`src/rtl/piso_word_reader.sv`:
```
`default_nettype none
// ============================================================================
// piso_word_reader: parallel-in, serial-out word streamer, valid/ready both sides
// Revision: 1.0
// ============================================================================
module piso_word_reader #(
  parameter int WIDTH     = 32,
  parameter int LSB_FIRST = 0
) (
  input  logic             clk,
  input  logic             clr,
  input  logic             load_valid,
  output logic             load_ready,
  input  logic [WIDTH-1:0] load_data,
  output logic             sout,
  output logic             sout_valid,
  input  logic             sout_ready,
  output logic             sout_last,
  output logic             busy,
  output logic             done
);

  localparam int            CW       = $clog2(WIDTH);
  localparam logic [CW-1:0] LAST_IDX = CW'(WIDTH - 1);
  localparam logic [CW-1:0] ONE      = CW'(1);

  typedef enum logic [1:0] {
    IDLE  = 2'd0,
    SHIFT = 2'd1,
    DONE  = 2'd2
  } state_t;

  state_t           state_q;
  logic [WIDTH-1:0] shreg_q;
  logic [CW-1:0]    cnt_q;
  logic             sout_valid_q;
  logic             sout_last_q;
  logic             done_q;
  logic [WIDTH-1:0] w_shifted;

  // Shift toward whichever end feeds sout, filling the vacated end with zero
  assign w_shifted = (LSB_FIRST != 0) ? {1'b0, shreg_q[WIDTH-1:1]}
                                      : {shreg_q[WIDTH-2:0], 1'b0};

  always_ff @(posedge clk) begin
    if (clr) begin
      state_q      <= IDLE;
      shreg_q      <= '0;
      cnt_q        <= '0;
      sout_valid_q <= 1'b0;
      sout_last_q  <= 1'b0;
      done_q       <= 1'b0;
    end else begin
      done_q <= 1'b0;
      case (state_q)
        IDLE: begin
          if (load_valid) begin
            shreg_q      <= load_data;
            cnt_q        <= '0;
            sout_valid_q <= 1'b1;
            sout_last_q  <= 1'b0;
            state_q      <= SHIFT;
          end
        end
        SHIFT: begin
          if (sout_ready) begin
            shreg_q <= w_shifted;
            // The counter parks on the final index so it never wraps mid-word
            if (cnt_q == LAST_IDX) begin
              sout_valid_q <= 1'b0;
              sout_last_q  <= 1'b0;
              done_q       <= 1'b1;
              state_q      <= DONE;
            end else begin
              cnt_q       <= cnt_q + ONE;
              sout_last_q <= ((cnt_q + ONE) == LAST_IDX);
            end
          end
        end
        DONE: begin
          state_q <= IDLE;
        end
        default: begin
          state_q <= IDLE;
        end
      endcase
    end
  end

  assign load_ready = (state_q == IDLE) && !clr;
  assign sout       = (LSB_FIRST != 0) ? shreg_q[0] : shreg_q[WIDTH-1];
  assign sout_valid = sout_valid_q;
  assign sout_last  = sout_last_q;
  assign busy       = sout_valid_q;
  assign done       = done_q;

endmodule
`default_nettype wire

```
`config.mk`:
```
export PLATFORM = sky130hd
export DESIGN_NAME = piso_word_reader
export DESIGN_NICKNAME = d
export VERILOG_FILES = /design/src/rtl/piso_word_reader.sv
export SDC_FILE = /design/constraint.sdc
export NUM_CORES = 1
export LEC_CHECK = 0
export CAP_MARGIN = 20
export CORE_MARGIN = 3
export CORE_UTILIZATION = 33
export DETAILED_ROUTE_END_ITERATION = 12
export PLACE_DENSITY = 0.6
export SYNTH_ARGS = -nofsm -noshare
export SYNTH_HDL_FRONTEND = slang
export SYNTH_SLANG_ARGS = --single-unit
```
`constraint.sdc`:
```
create_clock -name clk -period 2.1 [get_ports clk]
set_input_delay 0.42 -clock clk [delete_from_list [all_inputs] [get_ports clk]]
set_output_delay 0.42 -clock clk [all_outputs]
set_load 0.005 [all_outputs]
```
==> impl_metrics.json <==
{
  "power.net_switching_w": 0.000535,
  "min_period_over_period_pct": 89.8,
  "boundaryPins": 42,
  "synth.ff_latch_count": 42,
  "holdBufCountCts": 0,
  "htree_levels": 2,
  "max_slew.worst_pin.slew_ns": 0.674,
  "antenna_found_initial": 0,
  "dp.final_hpwl_um": 3180,
  "post_synth_inst_count": 211,
  "criticalPathCategory": "reg2reg",
  "r2r_start": "cnt_q[0]$_SDFFE_PP0P_",
  "seqPwrFrac_pct": 48.4,
  "cts_tree": "built",
  "critPathArrivalTime_ns": 2.07,
  "cts_max_path_buffers": 2,
  "die_w_um": 91.5,
  "critical_path_peak_fanout": 6,
  "post_cts_setup_buffer_count": 0,
  "regToRegSetupSlack_ns": 0.21,
  "start_util_pct": 34.7,
  "drtPass1Iterations": 4,
  "min_delay_worst_endpoint": "busy$_SDFFE_PP0P_",
  "ctsResizeCount": 0,
  "share_of_cells_above_drive_strength_1_pct": 34.4,
  "die_area_um2": 8370,
  "timing_hold_violations_final": 0,
  "mappedNetlistNets": 250,
  "synth_cell_type_count": 34,
  "static-leakage-power_nw": 1.12,
  "synth.yosys.warnings": 0,
  "tritoncts.num_buffers": 5,
  "max-slew-margin-rel_pct": 55.0,
  "remaining_drc_errors": 0,
  "dpl_worst_slack_ns": 0.219,
  "combinational_fraction_of_design_power_pct": 23.8,
  "maxCapViolations": 0,
  "reg2reg_depth": 6,
  "max-vdd-ir-drop_mv": 0.334,
  "hold_path_startpoint": "busy$_SDFFE_PP0P_",
  "clk_root_buffer_cell": "sky130_fd_sc_hd__clkbuf_8",
  "tritoncts_num_sinks": 42,
  "area.growth.synth_to_final_pct": 23.2,
  "clkPwrFrac_pct": 27.8,
  "timing.final.ws_setup_ns": 0.214,
  "finish.net_count": 285,
  "finalCriticalPeriod_ns": 1.89,
  "grt_first_pass_wirelength_um": 8270,
  "core.rowCount": 30,
  "dpl_cell_area_um2": 2890,
  "endpoint_kind": "register",
  "insertion_delay_ns": 0.29,
  "dr_iter_0_viols": 60,
  "required_ns": 2.28,
  "whs_path_depth": 2,
  "final_layout_setup_total_negative_slack_ns": 0,
  "synth_enable_flop_cells": 0,
  "setup_viol": 0,
  "power_switching_share_pct": 28.5,
  "unrepaired_setup_endpoints_after_global_routing": "no",
  "top_flip_flop_cell_by_instance_count_after_synthesis": "sky130_fd_sc_hd__dfxtp_1",
  "async_reset_ff_share_pct": 0,
  "startpoint_type": "register",
  "rr_endpoint": "cnt_q[1]$_SDFFE_PP0P_",
  "die-height_um": 91.5,
  "hold_slack_ns": 0.485,
  "antenna_violating_nets_post_route": 0,
  "cellInternalPower_w": 0.00135,
  "finalWeightedCongestion": 0.723,
  "report.final.slew_viol_count": 0,
  "maxClockFrequency_mhz": 530,
  "route.detailed.wl_per_inst_um": 14.0,
  "netlist_area_um2": 2410,
  "grt_start_max_net_pins": 46,
  "synth.avg_cell_area_um2": 11.4,
  "clock_skew_ns": 0.00873,
  "status": "finished clean",
  "port-buffer-count": 41,
  "clkSlewWorstSetupHoldPaths_ns": 0.08,
  "dr_total_vias": 1710,
  "standard_cell_core_area_um2": 6940,
  "avgViaCountPerCell": 4.99,
  "globalRouteOverflowTotal": 0,
  "yosysSeqAreaShare_pct": 34.9,
  "worst_hold_check_path_type": "reg2reg",
  "fin_area_um2": 2970,
  "antenna-diode-count": 0,
  "overall_routing_resource_usage_pct": 12.1,
  "first_global_vias": 1667,
  "totalWireLength_um": 4800,
  "p_per_area_nw_per_um2": 633
}
==> through the flow <==
stage               cells  utilization, %  power, W
global route          343            42.8   0.00198
global placement      335            41.5   0.00137
CTS                   343            42.8   0.00190
detailed placement    335            41.5   0.00138
finish                343            42.8   0.00188
floorplan             211               -   0.00126
==> sequential cells by signal (all words and copies together), names as in the netlist <==
signal and cells:
sout_last 1, busy 1, cnt_q 5, shreg_q 32, done 1, state_q 2
==> layer usage <==
metal  up-vias  routed length, um  global-route usage [%]
met3         7                201                    2.98
li1        872                  -                       -
met4         0                 65                    3.89
met5         -                  0                       0
met2        31               2040                    18.3
met1       800               2490                    16.7
==> cell families (layout without fill, tap and decap cells) <==
group / Yosys count / in the layout / synth area share, %
compound gates: 76 / 76 / 33.8
xor+xnor: 2 / 2 / 0.726
fa+ha+maj: 3 / 3 / 1.56
buf+inv: 28 / 64 / 8.45
flops: 42 / 42 / 34.9
mux: 34 / 34 / 14.4
simple gates: 26 / 26 / 6.28
==> Yosys cell counts, types with 2 or more instances <==
| cell type | number | area, um^2 |
|---|---|---|
| sky130_fd_sc_hd__a21oi_1 | 7 | 35.0 |
| sky130_fd_sc_hd__a21oi_2 | 29 | 254 |
| sky130_fd_sc_hd__a311oi_2 | 31 | 465 |
| sky130_fd_sc_hd__buf_2 | 4 | 20.0 |
| sky130_fd_sc_hd__buf_4 | 4 | 30.0 |
| sky130_fd_sc_hd__buf_6 | 6 | 67.6 |
| sky130_fd_sc_hd__buf_8 | 3 | 45.0 |
| sky130_fd_sc_hd__clkbuf_1 | 7 | 26.3 |
| sky130_fd_sc_hd__dfxtp_1 | 42 | 841 |
| sky130_fd_sc_hd__ha_1 | 3 | 37.5 |
| sky130_fd_sc_hd__inv_1 | 2 | 7.51 |
| sky130_fd_sc_hd__mux2i_1 | 32 | 320 |
| sky130_fd_sc_hd__nand2_1 | 5 | 18.8 |
| sky130_fd_sc_hd__nand2b_1 | 3 | 18.8 |
| sky130_fd_sc_hd__nand3_1 | 2 | 10.0 |
| sky130_fd_sc_hd__nand3b_1 | 2 | 15.0 |
| sky130_fd_sc_hd__nor2_1 | 2 | 7.51 |
| sky130_fd_sc_hd__nor2b_1 | 4 | 25.0 |
| sky130_fd_sc_hd__nor3_1 | 4 | 20.0 |
| sky130_fd_sc_hd__o21ai_0 | 4 | 20.0 |
| sky130_fd_sc_hd__o31ai_1 | 2 | 15.0 |
==> worst max-delay path by stage <==
stage | startpoint | endpoint | depth (start not counted) | slack, ns
global placement | cnt_q[0]$_SDFFE_PP0P_ | cnt_q[1]$_SDFFE_PP0P_ | 6 | 0.22
floorplan | cnt_q[0]$_SDFFE_PP0P_ | cnt_q[1]$_SDFFE_PP0P_ | 6 | 0.28
global route | cnt_q[0]$_SDFFE_PP0P_ | cnt_q[1]$_SDFFE_PP0P_ | 6 | 0.11
CTS | state_q[0]$_SDFFE_PP0P_ | load_ready | 2 | 0.18
finish | cnt_q[0]$_SDFFE_PP0P_ | cnt_q[1]$_SDFFE_PP0P_ | 6 | 0.21
detailed placement | sout_ready | shreg_q[31]$_SDFFE_PP0P_ | 5 | 0.22
==> worst max-delay path: stages, from the launching register on <==
cell,delay [ns]
sky130_fd_sc_hd__dfxtp_1,0.35
sky130_fd_sc_hd__ha_1,0.25
sky130_fd_sc_hd__and3_1,0.19
sky130_fd_sc_hd__ha_1,0.24
sky130_fd_sc_hd__nand3b_1,0.18
sky130_fd_sc_hd__a21oi_1,0.22
sky130_fd_sc_hd__mux2_2,0.35
==> power by group through the flow <==
stage	logic (W)	registers [W]	clock network (W)
floorplan	0.000344	0.000916	0
global placement	0.000446	0.000929	0
detailed placement	0.000450	0.000929	0
CTS	0.000452	0.000911	0.000540
global route	0.000486	0.000921	0.000576
finish	0.000447	0.000911	0.000524
==> layout by cell type (no fill, tap or decap), types with 3 or more instances in the layout <==
master,synthesis,final
sky130_fd_sc_hd__clkbuf_8,0,5
sky130_fd_sc_hd__nor2b_1,4,4
sky130_fd_sc_hd__clkdlybuf4s50_1,0,40
sky130_fd_sc_hd__a311oi_2,31,31
sky130_fd_sc_hd__a21oi_1,7,7
sky130_fd_sc_hd__ha_1,3,3
sky130_fd_sc_hd__dfxtp_1,42,42
sky130_fd_sc_hd__buf_4,4,8
sky130_fd_sc_hd__a21oi_2,29,29
sky130_fd_sc_hd__o21ai_0,4,4
sky130_fd_sc_hd__nor3_1,4,4
sky130_fd_sc_hd__nand2_1,5,5
sky130_fd_sc_hd__nand2b_1,3,3
sky130_fd_sc_hd__buf_12,0,4
sky130_fd_sc_hd__mux2i_1,32,32
==> final cells by class <==
class	count	area, um^2
Clock buffer	6	72.6
Clock inverter	2	13.8
Fill cell	683	3970
Inverter	3	11.3
Multi-Input combinational cell	141	1370
Sequential cell	42	841
Tap cell	96	120
Timing Repair Buffer	53	546
Note: power is estimated with default switching activity, not from simulation.
